--- src/rtl/lut_neuron_loader_if.sv ---
// Config stream and lookup bus of the runtime-loadable LUT neuron.
// Readback ports exist only when LUT_READBACK_EN is defined.
interface lut_neuron_loader_if #(
    parameter int IN_BITS  = 6,
    parameter int OUT_BITS = 2
);
    logic                cfg_start;
    logic                cfg_valid;
    logic                cfg_ready;
    logic [OUT_BITS-1:0] cfg_data;
    logic                cfg_last;
    logic                cfg_err;
    logic                loaded;
    logic                in_valid;
    logic [IN_BITS-1:0]  M0;
    logic                out_valid;
    logic [OUT_BITS-1:0] M1;
`ifdef LUT_READBACK_EN
    logic [IN_BITS-1:0]  rb_addr;
    logic [OUT_BITS-1:0] rb_data;

    modport master (
        output cfg_start, cfg_valid, cfg_data, cfg_last,
        output in_valid, M0, rb_addr,
        input  cfg_ready, cfg_err, loaded, out_valid, M1, rb_data
    );
    modport slave (
        input  cfg_start, cfg_valid, cfg_data, cfg_last,
        input  in_valid, M0, rb_addr,
        output cfg_ready, cfg_err, loaded, out_valid, M1, rb_data
    );
`else
    modport master (
        output cfg_start, cfg_valid, cfg_data, cfg_last,
        output in_valid, M0,
        input  cfg_ready, cfg_err, loaded, out_valid, M1
    );
    modport slave (
        input  cfg_start, cfg_valid, cfg_data, cfg_last,
        input  in_valid, M0,
        output cfg_ready, cfg_err, loaded, out_valid, M1
    );
`endif
endinterface

--- src/rtl/lut_neuron_loader.sv ---
// Runtime-programmable LUT neuron: streamed table load, registered lookup.
// Optional LUT_READBACK_EN adds a registered second read port for verification.
module lut_neuron_loader #(
    parameter int IN_BITS  = 6,
    parameter int OUT_BITS = 2
) (
    input  logic             clk,
    input  logic             rst,
    lut_neuron_loader_if.slave bus
);
    localparam int DEPTH = 1 << IN_BITS;
    localparam logic [IN_BITS:0] LAST_ADDR = (IN_BITS + 1)'(DEPTH - 1);

    typedef enum logic [1:0] {EMPTY, LOAD, RUN} state_t;

    state_t              state;
    state_t              state_nx;
    logic [IN_BITS:0]    addr;
    logic [OUT_BITS-1:0] mem [DEPTH];
    logic                beat;
    logic                lookup;
    logic                at_end;
    logic                load_done;
    logic                load_bad;

    always_ff @(posedge clk or posedge rst) begin
        if (rst) state <= EMPTY;
        else     state <= state_nx;
    end

    always_comb begin
        state_nx = state;
        if (bus.cfg_start) begin
            state_nx = LOAD;
        end else begin
            unique case (state)
                LOAD: begin
                    if (load_done)     state_nx = RUN;
                    else if (load_bad) state_nx = EMPTY;
                end
                default: state_nx = state;
            endcase
        end
    end

    always_comb begin
        bus.cfg_ready = (state == LOAD);
        bus.loaded    = (state == RUN);
        beat      = (state == LOAD) && bus.cfg_valid && !bus.cfg_start;
        lookup    = (state == RUN) && bus.in_valid && !bus.cfg_start;
        at_end    = (addr == LAST_ADDR);
        load_done = beat && at_end && bus.cfg_last;
        load_bad  = beat && (at_end != bus.cfg_last);
    end

    // Length mismatch is flagged on the offending beat and held until restart
    always_ff @(posedge clk or posedge rst) begin
        if (rst) begin
            addr        <= '0;
            bus.cfg_err <= 1'b0;
        end else if (bus.cfg_start) begin
            addr        <= '0;
            bus.cfg_err <= 1'b0;
        end else if (beat) begin
            addr <= (at_end || bus.cfg_last) ? '0 : addr + 1'b1;
            if (load_bad) bus.cfg_err <= 1'b1;
        end
    end

    always_ff @(posedge clk) begin
        if (beat) mem[addr[IN_BITS-1:0]] <= bus.cfg_data;
    end

    always_ff @(posedge clk or posedge rst) begin
        if (rst) begin
            bus.out_valid <= 1'b0;
            bus.M1        <= '0;
        end else begin
            bus.out_valid <= lookup;
            if (lookup) bus.M1 <= mem[bus.M0];
        end
    end

`ifdef LUT_READBACK_EN
    always_ff @(posedge clk or posedge rst) begin
        if (rst) bus.rb_data <= '0;
        else     bus.rb_data <= mem[bus.rb_addr];
    end
`endif
endmodule

--- src/flat_wrapper.sv ---
// flat-port wrapper written by rule: the top's interface ports become plain ports
module lut_neuron_loader_flat 
#(
    parameter int IN_BITS  = 6,
    parameter int OUT_BITS = 2
)
  (clk, rst, bus_cfg_start, bus_cfg_valid, bus_cfg_data, bus_cfg_last, bus_in_valid, bus_M0, bus_cfg_ready, bus_cfg_err, bus_loaded, bus_out_valid, bus_M1);
  lut_neuron_loader_if #(.IN_BITS(IN_BITS), .OUT_BITS(OUT_BITS)) bus_i ();
  input  logic clk;
  input  logic rst;
  input wire logic [$bits(bus_i.cfg_start)-1:0] bus_cfg_start;
  input wire logic [$bits(bus_i.cfg_valid)-1:0] bus_cfg_valid;
  input wire logic [$bits(bus_i.cfg_data)-1:0] bus_cfg_data;
  input wire logic [$bits(bus_i.cfg_last)-1:0] bus_cfg_last;
  input wire logic [$bits(bus_i.in_valid)-1:0] bus_in_valid;
  input wire logic [$bits(bus_i.M0)-1:0] bus_M0;
  output wire logic [$bits(bus_i.cfg_ready)-1:0] bus_cfg_ready;
  output wire logic [$bits(bus_i.cfg_err)-1:0] bus_cfg_err;
  output wire logic [$bits(bus_i.loaded)-1:0] bus_loaded;
  output wire logic [$bits(bus_i.out_valid)-1:0] bus_out_valid;
  output wire logic [$bits(bus_i.M1)-1:0] bus_M1;
  assign bus_i.cfg_start = bus_cfg_start;
  assign bus_i.cfg_valid = bus_cfg_valid;
  assign bus_i.cfg_data = bus_cfg_data;
  assign bus_i.cfg_last = bus_cfg_last;
  assign bus_i.in_valid = bus_in_valid;
  assign bus_i.M0 = bus_M0;
  assign bus_cfg_ready = bus_i.cfg_ready;
  assign bus_cfg_err = bus_i.cfg_err;
  assign bus_loaded = bus_i.loaded;
  assign bus_out_valid = bus_i.out_valid;
  assign bus_M1 = bus_i.M1;
  lut_neuron_loader #(.IN_BITS(IN_BITS), .OUT_BITS(OUT_BITS)) u_core (.clk(clk), .rst(rst), .bus(bus_i));
endmodule
--- config.mk ---
export PLATFORM = sky130hd
export DESIGN_NAME = lut_neuron_loader_flat
export DESIGN_NICKNAME = d
export VERILOG_FILES = /design/src/rtl/lut_neuron_loader_if.sv /design/src/rtl/lut_neuron_loader.sv /design/src/flat_wrapper.sv
export SDC_FILE = /design/constraint.sdc
export NUM_CORES = 1
export LEC_CHECK = 0
export CAP_MARGIN = 20
export CORE_ASPECT_RATIO = 0.6
export CORE_MARGIN = 2
export CORE_UTILIZATION = 50
export CTS_CLUSTER_SIZE = 8
export DETAILED_ROUTE_END_ITERATION = 8
export DONT_BUFFER_PORTS = 1
export PLACE_DENSITY = 0.74
export SYNTH_ARGS = -nofsm -noshare
export SYNTH_HDL_FRONTEND = slang
export SYNTH_SLANG_ARGS = --single-unit
--- constraint.sdc ---
create_clock -name clk -period 1.91 [get_ports clk]
set_input_delay 0.2865 -clock clk [delete_from_list [all_inputs] [get_ports clk]]
set_output_delay 0.2865 -clock clk [all_outputs]
set_load 0.005 [all_outputs]
======== Word-level counts from Yosys, hierarchy flattened ========
Memories as Yosys holds them, arrays and structs flattened. A register that Yosys moved wholly into a read port is not among the register bits.
Index checks and enable logic that the tools add are counted.
word-level totals
  register bits after elaboration ......... 11
  memory bits (writable) .................. 128
  bits of input ports ..................... 14
  output and inout port bits .............. 6
  logic and storage cells ................. 37
  memories kept ........................... 1
operators by class
  $add $sub $neg .......................... 1
  equal/unequal tests ..................... 4
  mux-type cells .......................... 12
  reduce and logical (&&, ||, !) cells .... 15
memory list
  name        depth  bits a word  rd ports  clocked after memory_dff  write ports  line                     source
  u_core.mem  64     2            1         1                         1            lut_neuron_loader.sv:19  logic [OUT_BITS-1:0] mem [DEPTH];
operator list
  operator                                                                count
  7-bit two-way mux                                                       3
  2-bit two-way mux                                                       4
  7-bit by 1-bit adder with 7-bit output (second input constant)          1
  7-bit by 6-bit equality test with 1-bit output (second input constant)  1
  1-bit logical AND                                                       7
  2-bit nonzero test                                                      3
  1-bit two-way mux                                                       5
  2-bit AND reduction                                                     2
  3-bit nonzero test                                                      1
  2-bit by 1-bit equality test with 1-bit output (second input constant)  1
  2-bit equality test (second input constant)                             1
  1-bit logical NOT                                                       1
  1-bit logical OR                                                        1
  1-bit != test                                                           1

======== Longest topological paths before layout ========
  depth in word-level cells ............... 8
  gate-level depth with buffers ........... 10
  depth with buffers taken out ............ 10

======== Least setup slack after synthesis ========
OpenSTA, ideal clock, no wires.
  kind .................................... register -> register
  start point ............................. register u_core.state[1]
  end point ............................... memory u_core.mem[56][0], enable pin
  library setup time ...................... 0.311 ns
  arrival time ............................ 1.573 ns
  required time ........................... 1.599 ns
  setup slack ............................. 0.027 ns
  cell stages (with the launch flop) ...... 7
  buffers on the path ..................... 1
  cells stage by stage .................... dfrtp_1 nor2b_1 and3_1 clkbuf_1 and2_1 nand3_1 nor2_1
between the ends
  cells in the longest elaborated chain, start to end .. 5
RTL lines
  item                                            line                     source
  from (decl)                                     lut_neuron_loader.sv:16  state_t state;
  from (signal assigned)                          lut_neuron_loader.sv:28  else state <= state_nx;
  2-bit by 1-bit equality test with 1-bit output  n/a
  named net bus_cfg_ready                         flat_wrapper.sv:17       output wire logic [$bits(bus_i.cfg_ready)-1:0] bus_cfg_ready;
  1-bit logical AND (2 in series)                 lut_neuron_loader.sv:49  beat = (state == LOAD) && bus.cfg_valid && !bus.cfg_start;
  1-bit two-way mux                               lut_neuron_loader.sv:71  if (beat) mem[addr[IN_BITS-1:0]] <= bus.cfg_data;
  1-bit two-way mux (implied by the code)         lut_neuron_loader.sv:71
  to (decl)                                       lut_neuron_loader.sv:19
The timed path passes the listed nets, and every way through them passes these cells.

======== Worst setup path in the final report ========
  start point ............................. register u_core.state[1]
  end point ............................... memory u_core.mem[57][1], enable pin
between the ends
  cells in the longest elaborated chain, start to end .. 5
RTL lines
  item                                            line
  2-bit by 1-bit equality test with 1-bit output  lut_neuron_loader.sv:49
  1-bit logical AND (2 in series)                 lut_neuron_loader.sv:49
  1-bit two-way mux                               lut_neuron_loader.sv:71
  1-bit two-way mux (implied by the code)         lut_neuron_loader.sv:71
Every way passes these cells.

==> metrics <==
status=completed; Total Routing Usage GR=0.213; Multi-input gate area=~1700 um^2; min Tclk post-route=1850 ps; f_max=~0.54 GHz; Final Total Pwr=roughly 7.2 mW; # diodes=0; drt pass-1 iters=5; pin slew with the least headroom to its limit=between 500 and 600 ps; slew margin rel.=0.632; Max FO, Critical Path=8; die area=12900 um^2; Post-Route WL=12800 um; Post-Syn Area=just under 6000 um^2; largest net degree at the start of global routing=between 60 and 70; Avg Inst Size Synth=15.2 um^2; Synthesized Nets=roughly 400; Logic pwr share=0.036; Die X=around 150 um; switching share of power=0.191; vias in the first global route=around 3600; Die Span Y=slightly below 90 um; setup repair bufs after CTS=0; # port buffers=0; yosys warns=0; # DRC=0; Final period util=0.969; Setup WS post-layout=slightly below 60 ps; routability cong.=around 0.9; setup violators final=0; CTS tree=done; DP Worst Slack=-46.2 ps; I/O pins=20; ys async rst share=0.0922; PwrDens=1040 nW/um^2; Initial Util=0.520; Setup CP Type=reg -> reg; via/cell ratio=approximately 5.9; nets=428; Worst R2R Start=u_core.state[1]; Clock Skew=~12 ps; Hold Vio Cnt, Final=0; Post-synth EDFFs=~130; dominant cell type by area after synthesis=edfxtp_1; hold endpoint=u_core.bus.M1[1]; Internal=~5.8 mW; CTS Sinks=141; RSZ-0062 raised after global routing=yes; root buffer cell=clkbuf_16; main flop type after synthesis=edfxtp_1; DR iter-0 viols=338; cell count after synthesis=between 300 and 400; RR Endpoint=u_core.mem[57][1]; first-pass GRT wire length=around 20000 um; hold path startpoint=bus_M0[3]; Sequential Area=around 4200 um^2; Num CTS Buffers=17; Static Leak=approximately 2.3 nW; core area=between 10000 and 15000 um^2; Unique masters post-synth=between 40 and 50; clock share of power=0.496; maxcap violations=0; WL per Instance=around 22 um; post-detail-place hpwl=8030 um; sequential share of the synthesized area=0.698; power share of the sequential group=0.467; top-area cell type share of the netlist area=0.644; CTS max path bufs=2; Area Overhead vs Synth=16.5%; initial antenna violation count=0; WP data required=2020 ps; via count=3478; hold path depth=1; GRT Residual Overflow=0; layout cells sized above 1=0.219; commonest cells in the netlist=edfxtp_1, nor2_1, mux2i_1, mux4_2, nand2_1; most frequent cell after synthesis=edfxtp_1; Final ANT Viol Nets=0; Seq cells post-synth=about 140; synth top area cells=edfxtp_1, mux4_2, dfrtp_1; Peak supply drop=~0.00066 V; critical path arrival=between 1500 and 2000 ps; Critical Path Start Type=flop; max-slew violations=0; Worst setup EP type=flop; Worst Hold Class=in -> reg; FF-to-FF path depth=5; clk slew on worst S/H paths=roughly 60 ps; fillcell total=approximately 860; worst skew pair latency=between 400 and 500 ps; sw power=~1.4 mW; Rows=30; r2r setup slk=60 ps; H-tree depth=4
## routing by layer
| metal | global-route usage | share of wire | wire, um | vias to the layer above |
|---|---|---|---|---|
| met2 | 0.322 | 0.45 | 5760 | 150 |
| met1 | 0.301 | 0.46 | 5850 | 1766 |
| met3 | 0.0593 | 0.079 | 1020 | 21 |
| met5 | 0 | 0 | 0 | - |
| li1 | - | - | - | 1541 |
| met4 | 0.0811 | 0.014 | 182 | 0 |
## cell type report
| type | count | share of cell area |
|---|---|---|
| inverter | 5 | 0.00270 |
| clock inverter | 11 | 0.0275 |
| timing repair buffer | 21 | 0.0295 |
| multi-input combinational | 226 | 0.247 |
| sequential | 141 | 0.599 |
| clock buffer | 21 | 0.0647 |
| tap | 160 | 0.0288 |
## worst max path at each step
| stage | slack (ps) | depth (start not counted) | start | endpoint |
|---|---|---|---|---|
| finish | 60 | 5 | u_core.state[1] | u_core.mem[57][1] |
| global route | -70 | 5 | u_core.state[1] | u_core.mem[57][1] |
| CTS | 3 | 10 | u_core.addr[1] | u_core.addr[3] |
| detailed placement | -50 | 5 | u_core.state[1] | u_core.mem[63][0] |
| global placement | 80 | 10 | u_core.addr[0] | u_core.addr[3] |
| floorplan | 30 | 6 | u_core.state[1] | u_core.mem[56][0] |
## repair_timing
action / 4_1_cts / 5_1_grt
resized for setup: 3 / 15
hold buffers: 5 / 0
setup endpoints to repair: 12 / 92
cloned: 0 / 0
endpoints found under the hold margin: 143 / 0
## state kept, by name (all words and copies together) (netlist names)
signal	count
u_core.bus.out_valid	1
u_core.bus.M1	2
u_core.bus.cfg_err	1
u_core.state	2
u_core.addr	7
u_core.mem	128
## placed cells by master, fill, tap and decap left out, types with 2 or more instances in the layout
cell type      Yosys  routed
edfxtp_1         128     128
nor2_1            75      69
mux2i_1           22      22
mux4_2            22      22
nand2_1           22      17
clkbuf_16          0      17
buf_4              4      16
dfrtp_1           13      13
nand3_1           10       9
o21ai_0           11       9
nor2b_1            9       8
and3_1             6       6
mux2_2             6       6
nor2_2             0       6
inv_1              5       5
nand2_2            0       5
o31ai_1            5       5
bufinv_16          0       5
a21oi_1            4       4
a22o_1             3       3
nand3b_1           3       3
clkbuf_1           6       3
dlygate4sd3_1      0       3
o21ai_1            0       2
a22oi_1            2       2
nand2b_1           2       2
a31oi_1            2       2
o211ai_1           2       2
or3b_2             2       2
clkinvlp_4         0       2
clkinv_4           0       2
buf_16             0       2
## through the flow
stage               hold slack (ps)  area, um^2  utilization  setup TNS, ps  std cells
finish                         15.1        6960        0.606              0        585
global placement                221        6180        0.538              0        548
CTS                            1.58        6920        0.603              0        585
detailed placement              239        6180        0.538           -126        548
floorplan                       163        5970            -              0        392
global route                   11.8        6960        0.606          -1170        585
## power by group through the flow
stage               registers [mW]  logic [mW]  clock network [mW]
finish                        3.38       0.263                3.59
global route                  3.38       0.282                3.73
CTS                           3.38       0.258                3.61
detailed placement            3.44       0.200                   0
global placement              3.44       0.197                   0
floorplan                     3.44       0.192                   0
## logic make-up (layout without fill, tap and decap cells)
group	after synthesis	in the layout	synth area share
AO/OA/AOI/OAI	37	37	0.0423
multiplexers	51	51	0.133
adder cells (fa/ha/maj)	2	2	0.00419
buffers and inverters	25	58	0.0208
flip-flops	141	141	0.698
AND/OR/NAND/NOR	136	136	0.101
## critical path: stages (launching register included)
cell and delay [ps]:
dfrtp_1 400, nor2b_1 170, and3_1 200, and2_1 240, nand3_2 260, nor2_1 270
(Power assumes the default switching activity.)
